`src/rtl/wb_sched.sv`:
```
// DDR command-port scheduler: arbitrates the read-request queue against the write path
// with read priority, a write-starvation bound and write batching; paces write-buffer pops.
module wb_sched #(
  parameter int unsigned ADDR_W      = 27,
  parameter int unsigned BURST_WORDS = 2,
  parameter int unsigned WR_STARVE   = 64,
  parameter int unsigned WR_BATCH    = 8
) (
  input  logic              Rclk,
  input  logic              Reset,
  input  logic              RAvalid,
  input  logic [ADDR_W-1:0] RAaddr,
  output logic              RAre,
  input  logic              WAvalid,
  input  logic [ADDR_W-1:0] WAaddr,
  output logic              WAre,
  input  logic              WBempty,
  output logic              WBre,
  output logic              DcmdValid,
  output logic              DcmdWrite,
  output logic [ADDR_W-1:0] DcmdAddr,
  input  logic              DcmdReady,
  input  logic              DwrNext,
  output logic              Underrun,
  output logic              Busy
);

  localparam int unsigned STARVE_W = 8;
  localparam int unsigned BATCH_W  = 4;
  localparam int unsigned WORD_W   = 3;

  typedef enum logic [1:0] {
    IDLE    = 2'd0,
    RD_CMD  = 2'd1,
    WR_CMD  = 2'd2,
    WR_DATA = 2'd3
  } state_t;

  state_t              state_q, state_d;
  logic [STARVE_W-1:0] starve_q, starve_d;
  logic [BATCH_W-1:0]  batch_q, batch_d;
  logic [WORD_W-1:0]   word_q, word_d;
  logic                cmd_valid_q, cmd_valid_d;
  logic                cmd_write_q, cmd_write_d;
  logic [ADDR_W-1:0]   cmd_addr_q, cmd_addr_d;
  logic                busy_q, busy_d;
  logic                underrun_q, underrun_d;
  logic                wr_elig;
  logic                rd_pop, wr_pop, wb_pop;

  // State and registered outputs
  always_ff @(posedge Rclk) begin
    if (Reset) begin
      state_q     <= IDLE;
      starve_q    <= '0;
      batch_q     <= '0;
      word_q      <= '0;
      cmd_valid_q <= 1'b0;
      cmd_write_q <= 1'b0;
      cmd_addr_q  <= '0;
      busy_q      <= 1'b0;
      underrun_q  <= 1'b0;
    end else begin
      state_q     <= state_d;
      starve_q    <= starve_d;
      batch_q     <= batch_d;
      word_q      <= word_d;
      cmd_valid_q <= cmd_valid_d;
      cmd_write_q <= cmd_write_d;
      cmd_addr_q  <= cmd_addr_d;
      busy_q      <= busy_d;
      underrun_q  <= underrun_d;
    end
  end

  // Arbitration, command issue and burst pacing
  always_comb begin
    state_d     = state_q;
    batch_d     = batch_q;
    word_d      = word_q;
    cmd_write_d = cmd_write_q;
    cmd_addr_d  = cmd_addr_q;
    rd_pop      = 1'b0;
    wr_pop      = 1'b0;
    wb_pop      = 1'b0;
    wr_elig     = WAvalid && !WBempty;

    unique case (state_q)
      IDLE: begin
        if (wr_elig && (starve_q == STARVE_W'(WR_STARVE) || !RAvalid)) begin
          state_d     = WR_CMD;
          batch_d     = '0;
          cmd_write_d = 1'b1;
          cmd_addr_d  = WAaddr;
        end else if (RAvalid) begin
          state_d     = RD_CMD;
          cmd_write_d = 1'b0;
          cmd_addr_d  = RAaddr;
        end
      end
      RD_CMD: begin
        if (DcmdReady) begin
          rd_pop  = 1'b1;
          state_d = IDLE;
        end
      end
      WR_CMD: begin
        if (DcmdReady) begin
          wr_pop  = 1'b1;
          batch_d = batch_q + BATCH_W'(1);
          word_d  = WORD_W'(BURST_WORDS);
          state_d = WR_DATA;
        end
      end
      WR_DATA: begin
        if (DwrNext) begin
          wb_pop = 1'b1;
          word_d = word_q - WORD_W'(1);
          if (word_q == WORD_W'(1)) begin
            // Chain the next write without an IDLE bubble while the batch allows it
            if (wr_elig && (batch_q < BATCH_W'(WR_BATCH) || !RAvalid)) begin
              state_d     = WR_CMD;
              cmd_write_d = 1'b1;
              cmd_addr_d  = WAaddr;
            end else begin
              state_d = IDLE;
            end
          end
        end
      end
      default: state_d = IDLE;
    endcase

    starve_d = starve_q;
    if (!WAvalid || wr_pop) begin
      starve_d = '0;
    end else if (wr_elig && state_q != WR_CMD && state_q != WR_DATA &&
                 starve_q != STARVE_W'(WR_STARVE)) begin
      starve_d = starve_q + STARVE_W'(1);
    end

    cmd_valid_d = (state_d == RD_CMD) || (state_d == WR_CMD);
    busy_d      = (state_d != IDLE);
    underrun_d  = underrun_q || ((state_q == WR_DATA) && DwrNext && WBempty);
  end

  assign RAre      = rd_pop;
  assign WAre      = wr_pop;
  assign WBre      = wb_pop;
  assign DcmdValid = cmd_valid_q;
  assign DcmdWrite = cmd_write_q;
  assign DcmdAddr  = cmd_addr_q;
  assign Busy      = busy_q;
  assign Underrun  = underrun_q;

endmodule

```
`config.mk`:
```
export PLATFORM = sky130hd
export DESIGN_NAME = wb_sched
export DESIGN_NICKNAME = d
export VERILOG_FILES = /design/src/rtl/wb_sched.sv
export SDC_FILE = /design/constraint.sdc
export NUM_CORES = 1
export LEC_CHECK = 0
export CORE_ASPECT_RATIO = 1.5
export CORE_MARGIN = 2
export CORE_UTILIZATION = 48
export DETAILED_ROUTE_END_ITERATION = 10
export GPL_TIMING_DRIVEN = 0
export PLACE_DENSITY = 0.95
export SKIP_CTS_REPAIR_TIMING = 1
export SLEW_MARGIN = 20
export SYNTH_ARGS = -nofsm -noshare
export SYNTH_HDL_FRONTEND = slang
export SYNTH_SLANG_ARGS = --single-unit
export TNS_END_PERCENT = 10
```
`constraint.sdc`:
```
create_clock -name Rclk -period 3.4 [get_ports Rclk]
set_clock_uncertainty 0.15 [all_clocks]
set_input_delay 0.68 -clock Rclk [delete_from_list [all_inputs] [get_ports Rclk]]
set_output_delay 0.68 -clock Rclk [all_outputs]
set_load 0.02 [all_outputs]
```
* Yosys cells after proc, flatten, opt, wreduce, memory -nomap -nowiden
Cells that the tools add are included.
Storage, ports and cells: input port bits 61, register bits 48
Cells by class: $add $sub $neg 3, equality and inequality tests 16, reduce and logical (&&, ||, !) cells 25, mux-type cells 31, order comparisons 1
Operator list (number):
- 27-bit 2-to-1 mux | 5
- 27-bit one-hot mux with 2 select lines | 1
- 2-bit 2-to-1 mux | 7
- 2-bit != test, second input constant | 7
- 1-bit 2-to-1 mux | 10
- 8-bit by 1-bit adder with 8-bit output, second input constant | 1
- 8-bit by 7-bit == test with 1-bit output, second input constant | 1
- 1-bit logical AND | 8
- 4-bit 2-to-1 mux | 2
- 8-bit by 7-bit != test with 1-bit output, second input constant | 1
- 2-bit one-hot mux with 4 select lines | 1
- 4-bit one-hot mux with 2 select lines | 1
- 2-bit nonzero test | 4
- 2-bit == test, second input constant | 3
- 3-bit 2-to-1 mux | 2
- 3-bit one-hot mux with 2 select lines | 1
- 3-bit AND reduction | 2
- 1-bit logical OR | 5
- 5-bit AND reduction | 1
- 4-bit by 1-bit adder with 4-bit output, second input constant | 1
- 2-bit by 1-bit == test with 1-bit output, second input constant | 2
- 4-bit < comparator, second input constant | 1
- 3-bit by 1-bit == test with 1-bit output, second input constant | 1
- 1-bit logical NOT | 3
- other kinds (5) | 5

* Depth between registers and ports, before layout
Gate-level depths: netlist (run 1).
word-level depth 9, depth in mapped cells 9, gate-level depth less buffers 8

* Least setup slack after synthesis (run 1)
OpenSTA, ideal clock, no wires.
path type input -> register, start point input WBempty, end point register cmd_addr_q[10], in the netlist DcmdAddr[10], required time 3.159 ns, path slack 1.240 ns, stages 7, setup time 0.091 ns, buffers on the path 3, arrival time 1.920 ns, cell sequence nand2b_1 > buf_2 > a2111oi_2 > buf_4 > buf_4 > nor3_1 > a311oi_1
On the way: longest elaborated chain between the ends 5
Ends and longest elaborated chain:
- start, declared | RTL line 17 | input logic WBempty,
- 1-bit logical NOT * | RTL line 86 | wr_elig = WAvalid && !WBempty;
- 1-bit logical AND * | RTL line 86
- 1-bit logical AND (on tied branches) | RTL line 90, 121
- 3-bit != test (no line) (tied with other cells)
- 5-bit AND reduction (no line) / 27-bit one-hot mux with 2 select lines (equally long branches)
- end signal, assigned | RTL line 70 | cmd_addr_q <= cmd_addr_d;
- end, declared | RTL line 45 | logic [ADDR_W-1:0] cmd_addr_q, cmd_addr_d;
Mark *: on every way between the ends. The rest lies on a longest branch, timed or not. A chain may end at the register's enable or synchronous reset.

* Final worst setup path (run 1)
start point input DcmdReady, end point output WAre
On the way: longest elaborated chain between the ends 2
Ends and longest elaborated chain:
- start, declared | RTL line 22 | input logic DcmdReady,
- 1-bit 2-to-1 mux | RTL line 108 | if (DcmdReady) begin
- 1-bit 2-to-1 mux | RTL line 88 | unique case (state_q)
- end, declared | RTL line 16 | output logic WAre,
Every way passes these cells.

==> results of run 1 <==
cells by family after synthesis:
| group | after synthesis | share of synthesized area (%) |
|---|---|---|
| multiplexers | 1 | 0.381 |
| buffers and inverters | 38 | 12.3 |
| AND/OR/NAND/NOR | 108 | 22.1 |
| XOR/XNOR | 11 | 3.67 |
| flip-flops | 48 | 36.6 |
| adder cells (fa/ha/maj) | 6 | 2.86 |
| AO/OA/AOI/OAI | 72 | 22.1 |
through the flow:
step                      power [mW]  worst slack (ns)  hold WS [ns]
after global placement          1.07             0.320         0.305
final                           1.43             0.294         0.334
after global routing            1.49             0.216         0.373
after detailed placement        1.08             0.305         0.312
after CTS                       1.43             0.297         0.345
after floorplan                0.879              1.24         0.323
power breakdown:
group / switching (mW) / internal, mW
logic: 0.206 / 0.229
clock network: 0.195 / 0.163
registers: 0.0249 / 0.609
registers in the layout, indices dropped and copies added, names as in the netlist:
| name | count |
|---|---|
| starve_q | 8 |
| DcmdValid | 1 |
| Underrun | 1 |
| batch_q | 4 |
| DcmdAddr | 27 |
| Busy | 1 |
| state_q | 2 |
| DcmdWrite | 1 |
| word_q | 3 |
worst paths after layout:
path | endpoint | depth (start not counted) | start
max | WAre | 4 | DcmdReady
min | Underrun$_SDFF_PP0_ | 2 | Underrun$_SDFF_PP0_
max reg2reg | DcmdValid$_SDFF_PP0_ | 9 | starve_q[0]$_SDFFE_PP0P_
min reg2reg | Underrun$_SDFF_PP0_ | 2 | Underrun$_SDFF_PP0_
worst min-delay path, delay by kind of cell (launching register included):
kind	cells	cell delay, ns
flip-flops	1	0.34
AND/OR/NAND/NOR	1	0.07
AO/OA/AOI/OAI	1	0.04
final cells by class:
type	instances	area [um^2]	area share (%)
Tap cell	70	87.6	2.34
Sequential cell	48	961	25.7
Clock inverter	2	10.0	0.268
Clock buffer	6	82.6	2.21
Timing Repair Buffer	93	931	24.9
Multi-Input combinational cell	198	1340	35.9
Inverter	6	22.5	0.603
Buffer	32	302	8.07
cell usage in the layout, fill, tap and decap left out, drive strengths merged, types with 3 or more instances in the layout:
| master | count |
|---|---|
| a21oi | 3 |
| a311oi | 27 |
| buf | 22 |
| clkbuf | 9 |
| clkdlybuf4s50 | 93 |
| dfxtp | 48 |
| dlygate4sd1 | 4 |
| ha | 6 |
| inv | 6 |
| nand2 | 7 |
| nand3 | 28 |
| nand3b | 5 |
| nand4 | 5 |
| nor2 | 14 |
| nor3 | 33 |
| o211ai | 30 |
| o21ai | 6 |
| xor2 | 9 |
metal layers:
metal | part of all wire, % | routed length, um
met5 | 0 | 0
met4 | 3.3 | 240
met1 | 40 | 2880
met2 | 53 | 3810
met3 | 4.4 | 316
==> key figures, run 1 <==
Layout
  – Post-Layout Cell Count: 455
  – Post-route cell area: around 3700 um^2
  – Share of post-route cells with drive strength above 1: 8.83%
  – Layout fillers: 418
  – Area grow syn2layout: 42.3%
  – Final core utilization: 69.6%
  – N_diodes: 0
  – Fin nets: 451

Setup path
  – Cell mode on critical path: clkdlybuf4s50_1
  – FF-to-FF setup slack: 1.02 ns
  – CP peak stage delay: about 0.65 ns
  – Arrival @ worst endpoint: roughly 2.3 ns
  – Crit. End Element: primary output
  – CP bufs+invs: 3
  – CP delay by family, top: buffers and inverters
  – CP startpoint kind: primary input
  – CP cell instances: clkdlybuf4s50_1 > nand3b_1 > inv_1 > clkdlybuf4s50_1
  – Crit path kind: in2out
  – Worst-path cell with the longest stage delay: clkdlybuf4s50_1
  – Max FO, Critical Path: 7
  – WP data required: 2.57 ns

Clocking
  – Root buffer cell: clkbuf_8
  – CTS max path bufs: 2
  – CTS tree: built
  – Clock Latency Late Sink: 0.31 ns
  – Clock slew at reported path FFs: around 0.08 ns
  – CTS H-Tree Depth: 2
  – CTS Sinks: 48
  – Number of buffers created by CTS: 5

Timing
  – Relative slew slack: between 40% and 50%
  – Final Critical Period: 3.11 ns
  – # setup viols final: 0
  – Max Clock Freq: 322 MHz
  – Fin crit share: approximately 91%
  – Final Hold Vio Count: 0
  – Setup TNS: 0 ns
  – Measured slew at the worst slew-check pin: 0.774 ns
  – RSZ-0062 raised after global routing: no
  – Final Max Tran Viols: 0

Synthesis
  – Unique cell type count in the Yosys netlist: 42
  – Largest cells by area after synthesis: dfxtp_1 37%, a311oi_1 9.0%, o211ai_1 8.3%, nor3_1 6.3%, nand3_1 5.3%
  – Async SR Flop Fraction: 0%
  – Most common cell in the netlist: dfxtp_1
  – Yosys top cell by area: dfxtp_1
  – Synth Cell Area: 2630 um^2
  – Synth warn: 0
  – Register bit count reported by yosys: 48
  – Sequential area share after synthesis: 36.6%
  – Syn avg cell area: 9.25 um^2
  – Synth top cells by count: 48 x dfxtp_1, 33 x nor3_1, 29 x o211ai_1
  – Syn Inst Count: 284
  – Number of synthesized flops with an enable pin: 0
  – Top cell type's share of synthesized area: 36.6%
  – Syn_nets: 351
  – Predominant post-synthesis flop cell: dfxtp_1

Placement
  – GPL Wtd Cong: 0.845
  – Port Buffers: between 90 and 100
  – Cell total after placement: 447
  – Post-DP HPWL: 5420 um
  – Placed Area: roughly 3600 um^2

Drt
  – Vias per cell: about 5.8
  – Antenna Violating Nets Remaining: 0
  – Iter 0 DRT Violations: around 170
  – DR vias: 2,641
  – DRC viols: 0
  – Detailed Route WL: 7250 um
  – DRT Pass-1 Iters: 4
  – Drt wl/cell: 15.9 um

Power
  – Pwr dens: between 300 and 400 nW/um^2
  – Static leakage: 1.31 nW
  – Peak VDD IR: 0.000232 V

Floorplanning
  – I/O pins: 95
  – Core area: 5370 um^2
  – FP Rows: 33
  – Initial core utilization: ~50%
  – Die Area: 6090 um^2
  – Die W: 64.4 um
  – Die Y: 94.6 um

Global routing
  – Initial antenna violation count: 0
  – Met3 GRT Util: 3.58%
  – Largest net degree at the start of global routing: 15
  – First-pass GRT wire length: 11,500 um
  – GR met1 Demand/Resource: 27.0%
  – Grt met2 use: 42.8%
  – Grt ovf: 0
  – Gr usage total: 23.7%
  – Global routing's busiest layer: met2
  – Vias in the first global route: 2,499

Min path
  – Hold crit path type: reg2reg

Job
  – Max_cap viols: 0

Status
  – Outcome: finished clean
Power figures use the tool's default switching activity.
==> inputs of run 2 (changes only) <==
--- a/config.mk
+++ b/config.mk
@@ -5,7 +5,7 @@
 export SDC_FILE = /design/constraint.sdc
 export NUM_CORES = 1
 export LEC_CHECK = 0
-export CORE_ASPECT_RATIO = 1.5
+export CORE_ASPECT_RATIO = 1.75
 export CORE_MARGIN = 2
 export CORE_UTILIZATION = 48
 export DETAILED_ROUTE_END_ITERATION = 10
==> run 2 against run 1 <==
Compared with the run above:
- non-clock buffer count stayed put
- combinational power is 0.9% higher
- worst hold slack gained 0.0066 ns
- count of clock-buffer cells in the layout shrank 1
- critical path type unchanged
==> key figures, run 2 (same netlist as run 1, synthesis figures left out) <==
Status
  – Outcome: finished clean

Power
  – Comb power frac: between 30% and 40%
  – Internal: 982 uW
  – Pwr dens: 380 nW/um^2
  – Sequential share of power: 44.9%
  – Peak VDD IR: roughly 0.00031 V
  – Net Sw Power: about 430 uW
  – Clock power share: 24.0%
  – Sw Ratio: between 30% and 40%
  – Static leakage: roughly 1.3 nW

Layout
  – Area grow syn2layout: 41.4%
  – Share of post-route cells with drive strength above 1: 8.83%
  – Layout fillers: 432
  – Post-Layout Cell Count: 440
  – Max reg flops: 27
  – N_diodes: 0
  – Final core utilization: a little over two thirds
  – Post-route cell area: 3710 um^2
  – Leading cell types in the layout, fill and taps excluded: 93 x clkdlybuf4s50_1, 48 x dfxtp_1, 33 x nor3_1
  – Most common cell after layout, fill and taps aside: clkdlybuf4s50_1
  – Fin nets: 451

Clocking
  – Clock slew at reported path FFs: ~0.08 ns
  – CTS max path bufs: 2
  – CTS tree: built
  – Root buffer cell: clkbuf_8
  – CTS Sinks: 48
  – CTS H-Tree Depth: 2
  – Clock Latency Late Sink: 0.30 ns
  – Number of buffers created by CTS: 5

Placement
  – Placed Area: 3630 um^2
  – Cell total after placement: approximately 430
  – Worst slack at placement: approximately 0.32 ns
  – Post-DP HPWL: 5570 um
  – GPL Wtd Cong: 0.866
  – Port Buffers: 93

Setup path
  – Crit. End Element: primary output
  – CP Launch Point: DcmdReady
  – WP data required: ~2.6 ns
  – R2r endpoint: DcmdValid$_SDFF_PP0_
  – FF-to-FF setup slack: 0.99 ns
  – Max FO, Critical Path: 7
  – Crit path kind: in2out
  – CP startpoint kind: primary input
  – Worst Reg-to-Reg Cells: 9
  – Reg2reg start: starve_q[0]$_SDFFE_PP0P_
  – Arrival @ worst endpoint: 2.30 ns

Timing
  – Relative slew slack: 51.8%
  – RSZ-0062 raised after global routing: no
  – Measured slew at the worst slew-check pin: 0.722 ns
  – Max Clock Freq: around 320 MHz
  – Setup TNS: 0 ns
  – Final Max Tran Viols: 0
  – Fin crit share: 92.1%
  – # setup viols final: 0
  – Final Hold Vio Count: 0
  – Slack of the critical path: around 0.27 ns
  – Final Critical Period: around 3.1 ns

Drt
  – Antenna Violating Nets Remaining: 0
  – DRC viols: 0
  – DRT Pass-1 Iters: 4
  – Drt wl/cell: 16.9 um
  – DR vias: 2,630
  – Vias per cell: 5.98
  – Iter 0 DRT Violations: 148
  – Detailed Route WL: 7430 um

Floorplanning
  – I/O pins: 95
  – Initial core utilization: 50.0%
  – FP Rows: 35
  – Die Area: slightly above 6000 um^2
  – Core area: 5260 um^2
  – Die W: 59.9 um
  – Die Y: 102 um

Global routing
  – Largest net degree at the start of global routing: 16
  – Vias in the first global route: 2,839
  – Grt ovf: 0
  – First-pass GRT wire length: ~12,000 um
  – Gr usage total: 26.2%
  – Initial antenna violation count: 0

Min path
  – HP Start: Underrun$_SDFF_PP0_
  – Worst Hold Depth: 2
  – Hold crit path type: reg2reg
  – Hold endpoint: Underrun$_SDFF_PP0_

Job
  – Max_cap viols: 0
==> run 2: changes by cell type in the layout (fill, tap and decap cells not counted), sizes merged <==
cell | previous run | this run
clkbuf | 9 | 8
clkinv | 2 | 3
==> run 2: worst max-delay path by stage <==
stage / to / slack, ns / cells past startpoint
finish: WAre / 0.27 / 4
floorplan: DcmdAddr[10]$_SDFFE_PP0P_ / 1.24 / 7
global placement: WAre / 0.33 / 4
CTS: WAre / 0.29 / 4
detailed placement: WAre / 0.32 / 4
global route: WAre / 0.21 / 4
==> run 2: metrics by stage <==
step	power, mW	hold WS, ns
global placement	1.07	0.301
finish	1.41	0.340
global route	1.48	0.376
floorplan	0.879	0.323
CTS	1.42	0.342
detailed placement	1.08	0.313
==> run 2: power by group through the flow <==
stage               Combinational [mW]  Clock, mW  Sequential (mW)
floorplan                        0.183          0            0.696
global placement                 0.427          0            0.644
detailed placement               0.437          0            0.647
CTS                              0.439      0.345            0.634
global route                     0.475      0.366            0.638
finish                           0.439      0.338            0.635
==> run 2: metal layers <==
metal	global-route usage, %	part of all wire (%)	vias up
met5	0	0	-
met4	14.2	3.5	0
met3	4.94	4.2	25
met2	46.9	54	85
met1	27.9	38	1248
li1	-	-	1272
==> run 2: layout make-up <==
type | instances | area [um^2] | area share [%]
inverters | 6 | 22.5 | 0.606
clock buffers | 5 | 68.8 | 1.85
repair buffers | 93 | 931 | 25.1
flip-flops and latches | 48 | 961 | 25.9
plain buffers | 32 | 302 | 8.12
multi-input cells | 198 | 1340 | 36.1
clock inverters | 3 | 18.8 | 0.505
well taps | 55 | 68.8 | 1.85
==> run 2: critical path, stage by stage <==
cell and delay, ns:
clkdlybuf4s50_1 0.52, nand3b_1 0.20, inv_1 0.25, clkdlybuf4s50_1 0.65
==> inputs of run 3 (changes only) <==
--- a/config.mk
+++ b/config.mk
@@ -5,6 +5,7 @@
 export SDC_FILE = /design/constraint.sdc
 export NUM_CORES = 1
 export LEC_CHECK = 0
+export ABC_CLOCK_PERIOD_IN_PS = 3400
 export CORE_ASPECT_RATIO = 1.75
 export CORE_MARGIN = 2
 export CORE_UTILIZATION = 48
==> results of run 3 <==
No change in the layout: final DEF, timing and power equal those of run 2.
